<file path="src/rtl/proc_control.sv">
// Control unit for the 16-bit processor: fetches a 9-bit instruction and
// sequences datapath strobes through time steps T0..T3.
module proc_control (
  input  logic        i_clock,
  input  logic        i_reset,
  input  logic        i_run,
  input  logic [15:0] i_din,
  output logic        o_irin_c,
  output logic [7:0]  o_rin_c,
  output logic [7:0]  o_rout_c,
  output logic        o_dinout_c,
  output logic        o_gout_c,
  output logic        o_ain_c,
  output logic        o_gin_c,
  output logic        o_addsub_c,
  output logic        o_done_c,
  output logic [1:0]  o_tstep
);

  localparam int unsigned IR_W  = 9;
  localparam int unsigned REG_N = 8;

  typedef enum logic [1:0] {
    T0 = 2'd0,
    T1 = 2'd1,
    T2 = 2'd2,
    T3 = 2'd3
  } step_t;

  step_t            r_step;
  step_t            w_step_next;
  logic [IR_W-1:0]  r_ir;
  logic [2:0]       w_op;
  logic [2:0]       w_rx;
  logic [2:0]       w_ry;
  logic             w_unused_din;

  assign w_op         = r_ir[8:6];
  assign w_rx         = r_ir[5:3];
  assign w_ry         = r_ir[2:0];
  assign o_tstep      = r_step;
  assign w_unused_din = ^i_din[6:0];

  // Step counter
  always_ff @(posedge i_clock or posedge i_reset) begin
    if (i_reset) r_step <= T0;
    else         r_step <= w_step_next;
  end

  // Instruction register, loaded only on a fetch in T0
  always_ff @(posedge i_clock or posedge i_reset) begin
    if (i_reset)                   r_ir <= '0;
    else if (r_step == T0 && i_run) r_ir <= i_din[15:7];
  end

  // Next-step and strobe decode
  always_comb begin
    w_step_next = r_step;
    o_irin_c    = 1'b0;
    o_rin_c     = '0;
    o_rout_c    = '0;
    o_dinout_c  = 1'b0;
    o_gout_c    = 1'b0;
    o_ain_c     = 1'b0;
    o_gin_c     = 1'b0;
    o_addsub_c  = 1'b0;
    o_done_c    = 1'b0;
    case (r_step)
      T0: begin
        // Reset forces T0 asynchronously; gate the fetch strobe too
        o_irin_c = i_run & ~i_reset;
        if (i_run) w_step_next = T1;
      end
      T1: begin
        case (w_op)
          3'b000: begin
            o_rout_c = REG_N'(1) << w_ry;
            o_rin_c  = REG_N'(1) << w_rx;
            o_done_c = 1'b1;
          end
          3'b001: begin
            o_dinout_c = 1'b1;
            o_rin_c    = REG_N'(1) << w_rx;
            o_done_c   = 1'b1;
          end
          3'b010, 3'b011: begin
            o_rout_c = REG_N'(1) << w_rx;
            o_ain_c  = 1'b1;
          end
          default: o_done_c = 1'b1;
        endcase
        w_step_next = o_done_c ? T0 : T2;
      end
      T2: begin
        o_rout_c    = REG_N'(1) << w_ry;
        o_gin_c     = 1'b1;
        o_addsub_c  = w_op[0];
        w_step_next = T3;
      end
      default: begin
        o_gout_c    = 1'b1;
        o_rin_c     = REG_N'(1) << w_rx;
        o_done_c    = 1'b1;
        w_step_next = T0;
      end
    endcase
  end

endmodule
</file>
<file path="config.mk">
export PLATFORM = sky130hd
export DESIGN_NAME = proc_control
export DESIGN_NICKNAME = d
export VERILOG_FILES = /design/src/rtl/proc_control.sv
export SDC_FILE = /design/constraint.sdc
export NUM_CORES = 1
export LEC_CHECK = 0
export ABC_AREA = 0
export BUFFER_PORTS_ARGS = -buffer_cell sky130_fd_sc_hd__buf_2
export CAP_MARGIN = 30
export CORE_AREA = 4 4 47 49
export CTS_CLUSTER_SIZE = 20
export DETAILED_ROUTE_END_ITERATION = 10
export DIE_AREA = 0 0 51 53
export PLACE_DENSITY = 0.79
export SYNTH_ARGS = -nofsm -noshare
export SYNTH_HDL_FRONTEND = slang
export SYNTH_SLANG_ARGS = --single-unit
</file>
<file path="constraint.sdc">
create_clock -name i_clock -period 1.8 [get_ports i_clock]
set_input_delay 0 -clock i_clock [delete_from_list [all_inputs] [get_ports i_clock]]
set_output_delay 0 -clock i_clock [all_outputs]
set_load 0.02 [all_outputs]
</file>
**Word-level counts from Yosys, hierarchy flattened**

Cells that the tools add are included.

- Register bits: 11
- Input bits: 19
- Output and inout port bits: 25
- Word-level logic and storage cells: 37

- Eq/ne operators: 6
- Shift operators: 2
- Muxes and demuxes: 18
- Bitwise logic cells: 2
- Reduce and logical (&&, ||, !) cells: 7

Operator list:

| cell | number |
|---|---|
| one-hot mux 8 bit (2 select lines) | 3 |
| << shifter 1 x 3 -> 8 bit, first input constant | 2 |
| two-way mux 1 bit | 10 |
| two-way mux 8 bit | 1 |
| == test 3 x 2 -> 1 bit, second input constant | 2 |
| one-hot mux 2 bit (3 select lines) | 1 |
| OR reduction 2 bit | 3 |
| two-way mux 2 bit | 2 |
| == test 3 x 1 -> 1 bit, second input constant | 1 |
| zero test 3 bit | 1 |
| OR reduction 3 bit | 1 |
| == test 2 x 1 -> 1 bit, second input constant | 1 |
| == test 2 bit, second input constant | 1 |
| zero test 2 bit | 1 |
| inequality test 2 bit, second input constant | 1 |
| one-hot mux 1 bit (2 select lines) | 1 |
| AND 1 bit | 1 |
| logical AND 1 bit | 1 |
| NOT 1 bit | 1 |

**Depth between registers and ports, before layout**

Gate-level depths: netlist of the first run.

- Depth in word-level cells: 6
- Mapped depth: 6
- Depth with buffers taken out: 5

**Worst setup path before layout of the first run**

No wires, ideal clock.

- Path kind: register -> output
- Start: register r_step[0] (netlist: o_tstep[0])
- End: output o_rout_c[0]
- Data arrival time: 1.722 ns
- Data required time: 1.800 ns
- Path slack: 0.078 ns
- Stages on the path, launching flop included: 5
- Buffers on the path: 0
- Path through: dfrtp_1 > inv_1 > ha_1 > or3b_1 > o32ai_2

- Cells in the longest elaborated chain, start to end: 2
- Elaborated cells between the ends (all ways): 3
- Classes of those cells: eq/ne: 2; mux: 1

RTL lines:

| what | line | text |
|---|---|---|
| start, declared | 30 | `step_t r_step;` |
| start signal, assigned | 47 | `else r_step <= w_step_next;` |
| == test 2 bit or == test 2 x 1 -> 1 bit (tied branches) | 68 | `case (r_step)` |
| one-hot mux 8 bit (2 select lines) * | 68 |  |
| end, declared | 10 | `output logic [7:0] o_rout_c,` |

Mark *: on every way between the ends. The rest lies on a longest branch, timed or not.

**Worst setup path in the final report of the first run**

Same ends and word-level chain as after synthesis.

==> results of run 1 <==
path summary, 6_finish.rpt:
check	endpoint	cells past startpoint
worst max-delay path	o_rout_c[0]	5
worst min-delay path	o_tstep[1]	3
worst max register to register	r_ir[5]	4
worst min register to register	r_ir[3]	1
max in group asynchronous	o_tstep[0]	3
min in group asynchronous	r_ir[1]	3
cells in the final DEF (no fill, tap or decap), types with 2 or more instances in the layout:
cell type,instances
inv_2,2
mux2_2,9
dfrtp_1,10
nand2b_1,3
o22ai_1,4
nand2_1,2
and2_1,2
nor2_1,14
ha_1,2
buf_2,31
ha_4,2
clkbuf_4,3
buf_4,10
o32ai_2,4
dlygate4sd3_1,10
o21ai_1,2
nand3b_1,3
power groups by stage:
| stage | combinational (W) | sequential [W] | clock, W |
|---|---|---|---|
| after floorplan | 0.000688 | 0.000520 | 0 |
| after global placement | 0.000944 | 0.000513 | 0 |
| after detailed placement | 0.000981 | 0.000531 | 0 |
| after CTS | 0.00113 | 0.000537 | 0.000172 |
| after global routing | 0.00134 | 0.000591 | 0.000185 |
| final | 0.00124 | 0.000571 | 0.000167 |
metal layers:
metal  global-route usage [%]  vias to the layer above  part of all wire [%]
li1                         -                      372                     -
met1                     18.2                      370                    38
met2                     31.8                       28                    54
met3                     1.97                        5                   5.6
met4                     11.7                        0                   2.2
met5                        0                        -                     0
layout make-up:
| cell class | instances | area [um2] |
|---|---|---|
| clock buffers | 4 | 26.3 |
| inverters | 3 | 11.3 |
| repair buffers | 51 | 330 |
| well taps | 27 | 33.8 |
| multi-input cells | 58 | 494 |
| fillers | 156 | 689 |
| flip-flops and latches | 11 | 277 |
tightest hold or removal path, stage by stage:
cell and delay, ns:
buf_2 0.09, nand2b_1 0.14, a31oi_1 0.09
cell families (layout without fill, tap and decap cells):
group           Yosys count  in the layout  share of synthesized area (%)
compound gates           13             13                           13.5
fa+ha+maj                 4              4                           7.02
buf+inv                   4             58                           2.28
flops                    11             11                           38.6
mux                       9              9                           14.2
simple gates             32             32                           24.4
state kept, by name, indices dropped and copies added, names as in the netlist:
signal   cells
r_ir         9
o_tstep      2
metrics by stage:
stage	setup WS (ns)	util, %	instance area (um2)
final	-0.00845	63.0	1170
after global routing	-0.0642	63.0	1170
after CTS	-0.0375	59.9	1120
after detailed placement	0.0997	49.9	930
after global placement	0.158	49.9	930
after floorplan	0.0785	-	713
timing repair:
item / CTS / global route
resized for setup: 10 / 12
setup endpoints to repair: 10 / 16
setup buffers: 2 / 2
pin swaps: 0 / 4
hold buffers: 10 / 0
endpoints found under the hold margin: 20 / 0
==> flow_summary.json, run 1 <==
{
  "ys_types": 23,
  "path_class": "reg -> out",
  "cp-start-kind": "register",
  "grt_max_degree": 12,
  "grt_usage_pct": 17.2,
  "max-slew-margin-rel_pct": 74.0,
  "netlist.area_leader.share_pct": 38.6,
  "switching_share_pct": 47.3,
  "dr_total_vias": 775,
  "internal_power_w": 0.00104,
  "p_clk_share_pct": 8.4,
  "finalSetupViolCount": 1,
  "tightest_slew_ns": 0.390,
  "clk_latency_ns": 0.27,
  "routed_wl_um": 2150,
  "dpl.hpwl_um": 1550,
  "synth_common_cells": "15 x nor2_1, 11 x dfrtp_1, 9 x mux2_2, 4 x ha_1, 4 x o22ai_1",
  "wl_per_cell_um": 13.9,
  "clock-root-buffer": "clkbuf_4",
  "port-buffer-count": 36,
  "finalWorstSetupSlack_ns": -0.00845,
  "dr.pass1.iters": 4,
  "maxCapViolCount": 0,
  "antenna_cells": 0,
  "ys_seq_elements": 11,
  "via_per_inst": 5.03,
  "cts_buffer_depth": 2,
  "rsz0062_at_grt": "true",
  "synth-async-reset-ratio_pct": 100,
  "gp_congestion": 0.714,
  "drtIter0Drc": 8,
  "fin_crit_ns": 1.81,
  "cts_tree": "built",
  "final.setup.tns_ns": -0.00845,
  "grt_overflow": 0,
  "p_sw_w": 0.000936,
  "slew_violations": 0,
  "die_w_um": 51,
  "core_um2": 1860,
  "die_area_um2": 2700,
  "ys_warn_count": 0,
  "crit_chain": "inv_2 -> ha_4 -> or3b_4 -> o32ai_2 -> buf_4",
  "timing.rr.start": "o_tstep[0]",
  "synth_area_leaders": "dfrtp_1 39%, mux2_2 14%, nor2_1 7.9%",
  "clk_transition_reported_paths_ns": 0.06,
  "syn_avg_cell_area_um2": 9.77,
  "grt_pass1_wl_um": 3420,
  "cts.htree.levels": 1,
  "rrSetupSlack_ns": 0.34,
  "crit_start": "o_tstep[0]",
  "design_power_total_w": 0.00198,
  "drive_above_1_share_pct": 54.3,
  "drc": 0,
  "layout.nets": 151,
  "leakagePower_nw": 0.553,
  "holdWs_ns": 0.0938,
  "synthCells": 73,
  "hold_viol_final": 0,
  "p_seq_share_pct": 28.9,
  "num_rows": 16,
  "cellPowerDensity_nw_per_um2": 1690,
  "status": "finished, violations left",
  "place_inst": 136,
  "arrival_ns": 1.81,
  "clock_sinks": 11,
  "synth.yosys.seq_area_share_pct": 38.6,
  "antenna_found_initial": 0,
  "min-delay-start": "i_run",
  "syn_nets": 96,
  "crit_path_top_delay_cell": "dfrtp_2",
  "hold_path.class": "in -> reg",
  "floorplan.initialDensity_pct": 38.3,
  "instances_no_fill": 154,
  "failed_checks": "negative setup slack",
  "critPathBufInv": 2,
  "yosysMostFrequentCell": "nor2_1",
  "crit_path_end_kind": "output port",
  "cpPeakStageDelay_ns": 0.42,
  "synth_edf_count": 0,
  "power.share.combinational_pct": 62.7,
  "area_growth_pct": 64.4,
  "io_pins": 44,
  "die_y_um": 53,
  "fin_crit_sh_pct": 100,
  "clock_skew_ns": 0.00176,
  "required_ns": 1.80,
  "critPathMaxFanout": 4,
  "fmaxAchievable_mhz": 553,
  "cts_buffers": 3,
  "synth.largest_area_cell": "dfrtp_1",
  "ir_drop_uv": 1240,
  "ys.flop_type": "dfrtp_1",
  "synthesis.area_um2": 713,
  "grt_pass1_vias": 779,
  "crit_family": "flip-flops",
  "ant_nets": 0
}
Power figures use the tool's default switching activity.
==> run 2: changes to the inputs <==
--- a/config.mk
+++ b/config.mk
@@ -8,11 +8,11 @@
 export ABC_AREA = 0
 export BUFFER_PORTS_ARGS = -buffer_cell sky130_fd_sc_hd__buf_2
 export CAP_MARGIN = 30
-export CORE_AREA = 4 4 47 49
+export CORE_AREA = 4 4 49 51
 export CTS_CLUSTER_SIZE = 20
 export DETAILED_ROUTE_END_ITERATION = 10
-export DIE_AREA = 0 0 51 53
-export PLACE_DENSITY = 0.79
+export DIE_AREA = 0 0 53 55
+export PLACE_DENSITY = 0.76
 export SYNTH_ARGS = -nofsm -noshare
 export SYNTH_HDL_FRONTEND = slang
 export SYNTH_SLANG_ARGS = --single-unit
==> constraint.sdc (replaced) <==
create_clock -name i_clock -period 1.62 [get_ports i_clock]
set_input_delay 0 -clock i_clock [delete_from_list [all_inputs] [get_ports i_clock]]
set_output_delay 0 -clock i_clock [all_outputs]
set_load 0.02 [all_outputs]
==> flow_summary.json, run 2 (synthesis results as in run 1) <==
{
  "clock_skew_ns": 0.00840,
  "cts.htree.levels": 1,
  "cellPowerDensity_nw_per_um2": 1850,
  "status": "finished, violations left",
  "critPathBufInv": 2,
  "ir_drop_uv": 1060,
  "dp_slack_ns": -0.0327,
  "die_y_um": 55,
  "cp-start-kind": "register",
  "arrival_ns": 1.77,
  "ant_nets": 0,
  "clk_transition_reported_paths_ns": 0.06,
  "die_area_um2": 2920,
  "antenna_found_initial": 0,
  "worst-r2r-cell-count": 6,
  "multi_input_area_um2": 507,
  "place_area_um2": 986,
  "layout.nets": 155,
  "clock_sinks": 11,
  "final.setup.tns_ns": -0.725,
  "final_util_pct": 64.3,
  "largest_reg_flops": 9,
  "required_ns": 1.62,
  "dr.pass1.iters": 3,
  "drive_above_1_share_pct": 58.8,
  "clock-root-buffer": "clkbuf_4",
  "tightest_slew_ns": 0.402,
  "failed_checks": "negative setup slack",
  "via_per_inst": 4.84,
  "fin_crit_sh_pct": 109,
  "cpPeakStageDelay_ns": 0.40,
  "hold_viol_final": 0,
  "finalSetupViolCount": 8,
  "routed_wl_um": 2190,
  "min-delay-start": "i_run",
  "grt_pass1_vias": 784,
  "port-buffer-count": 36,
  "gp_congestion": 0.822,
  "critPathMaxFanout": 3,
  "path_class": "reg -> out",
  "grt_usage_pct": 16.7,
  "top_register": "r_ir",
  "rsz0062_at_grt": "true",
  "dpl.hpwl_um": 1640,
  "finalWorstSetupSlack_ns": -0.152,
  "crit_family": "flip-flops",
  "rrSetupSlack_ns": 0.19,
  "timing.rr.start": "o_tstep[0]",
  "max-slew-margin-rel_pct": 73.0,
  "most-common-layout-cells": "22 x buf_2, 20 x buf_4, 12 x nor2_1",
  "slew_violations": 0,
  "cts_tree": "built",
  "clk_latency_ns": 0.26,
  "fillCellCount": 166,
  "io_pins": 44,
  "num_rows": 16,
  "cts_buffer_depth": 2,
  "drc": 0,
  "crit_path_end_kind": "output port",
  "core_um2": 1940,
  "maxCapViolCount": 0,
  "fmaxAchievable_mhz": 564,
  "leakagePower_nw": 0.581,
  "drtIter0Drc": 4,
  "dr_total_vias": 765,
  "crit_path_top_delay_cell": "dfrtp_2",
  "holdPathStages": 3,
  "fin_crit_ns": 1.77,
  "regArea_um2": 277,
  "area_growth_pct": 75.1,
  "regToRegEndpoint": "o_tstep[1]",
  "grt_pass1_wl_um": 3620,
  "layout_commonest_cell": "buf_2",
  "floorplan.initialDensity_pct": 36.7,
  "hold_path.class": "in -> reg",
  "grt_max_degree": 12,
  "die_w_um": 53,
  "crit_chain": "inv_2 -> ha_1 -> or3b_4 -> o32ai_2 -> buf_4",
  "wl_per_cell_um": 13.9,
  "path_depth": 5,
  "antenna_cells": 0,
  "hold_end": "o_tstep[1]",
  "grt_overflow": 0,
  "cts_buffers": 3,
  "final_area_um2": 1250
}
## run 2: cell types whose count changed in the layout (fill, tap and decap cells not counted), sizes merged
cell,delta
buf,+4
## run 2: worst max-delay path by stage
stage,startpoint,to,slack [ns]
6_report,o_tstep[0],o_rout_c[0],-0.15
5_1_grt,o_tstep[0],o_rout_c[0],-0.23
4_1_cts,o_tstep[1],o_rout_c[4],-0.15
3_5_place_dp,o_tstep[0],o_rout_c[6],-0.03
3_3_place_gp,o_tstep[0],o_rout_c[6],0.04
2_1_floorplan,o_tstep[0],o_rout_c[0],-0.10
## run 2: routing by layer
metal,part of all wire [%],global-route usage [%],routed length (um),vias to the layer above
li1,-,-,-,380
met1,40,19.6,870,359
met2,55,32.2,1200,26
met3,5.5,2.68,120,0
met4,0,2.55,0,0
met5,0,0,0,-
## run 2: area by class of cell
type	count	share of cell area, %
Multi-Input combinational cell	58	40.6
Inverter	3	0.902
Clock buffer	4	2.10
Tap cell	27	2.71
Timing Repair Buffer	55	31.6
Sequential cell	11	22.1
## run 2: what timing repair did
action                                 CTS  global route
resized for setup                       18            19
endpoints found under the hold margin   20             0
hold buffers                            10             0
pin swaps                                3            10
setup buffers                            3             0
setup endpoints to repair               17            19
## run 2: power by group
group | internal [W] | switching [W] | leakage, nW | total, W
sequential | 0.000418 | 0.000221 | 0.129 | 0.000639
clock | 0.0000948 | 0.0000804 | 0.0150 | 0.000175
combinational | 0.000725 | 0.000769 | 0.437 | 0.00149
## run 2: worst min-delay path, delay by kind of cell
| kind | cells | cell delay (ns) |
|---|---|---|
| buffers and inverters | 1 | 0.10 |
| AO/OA/AOI/OAI | 1 | 0.11 |
| AND/OR/NAND/NOR | 1 | 0.16 |
## run 2: through the flow
| stage | power [W] | hold slack [ns] | instances |
|---|---|---|---|
| after floorplan | 0.00137 | -0.148 | 73 |
| after global placement | 0.00175 | 0.00262 | 141 |
| after detailed placement | 0.00180 | 0.0164 | 141 |
| after CTS | 0.00215 | 0.142 | 158 |
| after global routing | 0.00248 | 0.173 | 158 |
| final | 0.00231 | 0.160 | 158 |
==> run 3: changes to the inputs <==
--- a/config.mk
+++ b/config.mk
@@ -5,13 +5,13 @@
 export SDC_FILE = /design/constraint.sdc
 export NUM_CORES = 1
 export LEC_CHECK = 0
-export ABC_AREA = 0
+export ABC_AREA = 1
 export BUFFER_PORTS_ARGS = -buffer_cell sky130_fd_sc_hd__buf_2
 export CAP_MARGIN = 30
-export CORE_AREA = 4 4 49 51
+export CORE_AREA = 4 4 51 53
 export CTS_CLUSTER_SIZE = 20
 export DETAILED_ROUTE_END_ITERATION = 10
-export DIE_AREA = 0 0 53 55
+export DIE_AREA = 0 0 55 57
 export PLACE_DENSITY = 0.76
 export SYNTH_ARGS = -nofsm -noshare
 export SYNTH_HDL_FRONTEND = slang
==> flow_summary.json, run 3 <==
{
  "ys_seq_elements": 11,
  "failed_checks": "negative setup slack",
  "synthesis.area_um2": 808,
  "grt_pass1_vias": 897,
  "clk_transition_reported_paths_ns": 0.07,
  "grt_max_degree": 12,
  "synth_area_leaders": "dfrtp_1 34%, nor2_1 13%, a21oi_1 11%",
  "grt_usage_pct": 16.8,
  "largest_reg_flops": 9,
  "cts_buffer_depth": 2,
  "drtIter0Drc": 26,
  "netlist.area_leader.share_pct": 34.1,
  "synth_top_family_by_area": "simple AND/OR/NAND/NOR gates",
  "final_area_um2": 1320,
  "dpl.hpwl_um": 1720,
  "internal_power_w": 0.00108,
  "synthCells": 119,
  "top_register": "r_ir",
  "clock_sinks": 11,
  "cts.htree.levels": 1,
  "ys.flop_type": "dfrtp_1",
  "ant_nets": 0,
  "cp-start-kind": "register",
  "synth-xor-area-share_pct": 0,
  "port-buffer-count": 36,
  "core_um2": 2150,
  "layout.nets": 197,
  "drc": 0,
  "hold_viol_final": 0,
  "yosys.area_share.simple_pct": 35.0,
  "finalSetupViolCount": 8,
  "most-common-layout-cells": "29 x nor2_1, 26 x buf_2, 15 x buf_4",
  "clk_latency_ns": 0.27,
  "crit_path_end_kind": "output port",
  "drive_above_1_share_pct": 41.6,
  "synth_common_cells": "29 x nor2_1, 18 x a21oi_1, 15 x nand3_1, 14 x inv_1, 11 x dfrtp_1",
  "path_class": "reg -> out",
  "cts_tree": "built",
  "rrSetupSlack_ns": 0.28,
  "ys_types": 18,
  "grt_pass1_wl_um": 3930,
  "io_pins": 44,
  "synthAdderAreaFrac_pct": 6.19,
  "synth_compound_area_share_pct": 12.7,
  "required_ns": 1.62,
  "tightest_slew_ns": 0.439,
  "dr_total_vias": 1014,
  "final_util_pct": 61.4,
  "synth.largest_area_cell": "dfrtp_1",
  "yosysMostFrequentCell": "nor2_1",
  "antenna_found_initial": 0,
  "p_sw_w": 0.00127,
  "cellPowerDensity_nw_per_um2": 1780,
  "leakagePower_nw": 0.633,
  "rsz0062_at_grt": "true",
  "fin_crit_ns": 1.66,
  "ys_warn_count": 0,
  "floorplan.initialDensity_pct": 37.6,
  "muxShareOfSynthArea_pct": 1.39,
  "die_w_um": 55,
  "syn_avg_cell_area_um2": 6.79,
  "die_y_um": 57,
  "fin_crit_sh_pct": 103,
  "clock-root-buffer": "clkbuf_4",
  "dr.pass1.iters": 4,
  "critPathMaxFanout": 8,
  "max-slew-margin-rel_pct": 70.7,
  "slew_violations": 0,
  "die_area_um2": 3140,
  "antenna_cells": 0,
  "num_rows": 17,
  "fmaxAchievable_mhz": 602,
  "synth_edf_count": 0,
  "arrival_ns": 1.66,
  "cts_buffers": 3,
  "layout_commonest_cell": "nor2_1",
  "hold_path.class": "in -> reg",
  "area_growth_pct": 63.2,
  "status": "finished, violations left",
  "ir_drop_uv": 1050,
  "place_area_um2": 1020,
  "finalWorstSetupSlack_ns": -0.0422,
  "synth.yosys.seq_area_share_pct": 34.1,
  "p_clk_share_pct": 8.3,
  "routed_wl_um": 2550,
  "synth-async-reset-ratio_pct": 100,
  "p_seq_share_pct": 26.0,
  "fillCellCount": 187,
  "grt_overflow": 0,
  "syn_nets": 142,
  "wl_per_cell_um": 12.7,
  "gp_congestion": 0.792,
  "switching_share_pct": 54.2,
  "via_per_inst": 5.04,
  "power.share.combinational_pct": 65.7,
  "clock_skew_ns": 0.000646,
  "maxCapViolCount": 0
}
==> run 3: changes by cell type in the layout (fill, tap and decap cells not counted), moves of 4 or more <==
| cell | before | now |
|---|---|---|
| buf_2 | 22 | 26 |
| nand3_2 | 0 | 4 |
| mux2_2 | 9 | 1 |
| nor2_1 | 12 | 29 |
| nand3_1 | 2 | 12 |
| a21oi_2 | 0 | 6 |
| inv_2 | 2 | 6 |
| inv_1 | 1 | 11 |
| nor4_1 | 0 | 5 |
| a21oi_1 | 1 | 11 |
| buf_4 | 20 | 15 |
==> run 3: layer usage <==
metal / vias up / GRT usage (%) / part of all wire [%]
li1: 504 / - / -
met1: 462 / 20.4 / 41
met2: 38 / 27.4 / 50
met3: 10 / 3.13 / 5.5
met4: 0 / 8.68 / 3.5
met5: - / 0 / 0
==> run 3: logic make-up after synthesis <==
logic type | Yosys count
simple gates | 62
buf+inv | 21
compound gates | 20
flops | 11
fa+ha+maj | 4
mux | 1
==> run 3: final cells by class <==
cell class | instances | area [um2] | area share, %
clock buffers | 4 | 26.3 | 1.99
inverters | 17 | 63.8 | 4.84
multi-input cells | 87 | 542 | 41.1
flip-flops and latches | 11 | 275 | 20.9
well taps | 28 | 35.0 | 2.66
repair buffers | 54 | 377 | 28.6
==> run 3: worst max-delay path: stages (launching register included) <==
cell	delay (ns)
dfrtp_1	0.44
inv_2	0.09
ha_1	0.29
inv_1	0.28
a21oi_1	0.10
buf_4	0.18
==> run 3: path summary, 6_finish.rpt <==
| path | startpoint | to | cells past startpoint |
|---|---|---|---|
| max in group asynchronous | i_reset | o_tstep[0] | 3 |
| min reg2reg | r_ir[1] | r_ir[1] | 2 |
| min | i_run | o_tstep[0] | 3 |
| min in group asynchronous | i_reset | r_ir[0] | 3 |
| max | o_tstep[0] | o_rout_c[7] | 5 |
| max reg2reg | o_tstep[0] | r_ir[7] | 4 |
==> run 3: per-stage QoR <==
step | power [W] | std cells | hold slack (ns) | setup slack (ns) | setup TNS (ns)
after floorplan | 0.00145 | 119 | -0.148 | -0.0343 | -0.172
final | 0.00235 | 201 | 0.0483 | -0.0422 | -0.196
after global placement | 0.00173 | 182 | 0.0200 | 0.174 | 0
after CTS | 0.00216 | 199 | 0.0172 | -0.00910 | -0.0289
after global routing | 0.00255 | 201 | 0.0414 | -0.196 | -1.47
after detailed placement | 0.00177 | 182 | 0.0411 | 0.108 | 0
==> run 3: power groups by stage <==
stage               sequential (W)  clock, W  combinational [W]
floorplan                 0.000546         0           0.000903
global placement          0.000584         0            0.00115
detailed placement        0.000591         0            0.00118
CTS                       0.000593  0.000202            0.00136
global route              0.000634  0.000223            0.00169
finish                    0.000611  0.000196            0.00154
==> run 3: repair_timing <==
action / in CTS / in global routing
hold buffers: 10 / 0
gates resized for setup: 18 / 18
pin swaps: 3 / 6
buffers inserted: 3 / 2
endpoints found under the hold margin: 20 / 0
endpoints found under the setup margin: 16 / 17
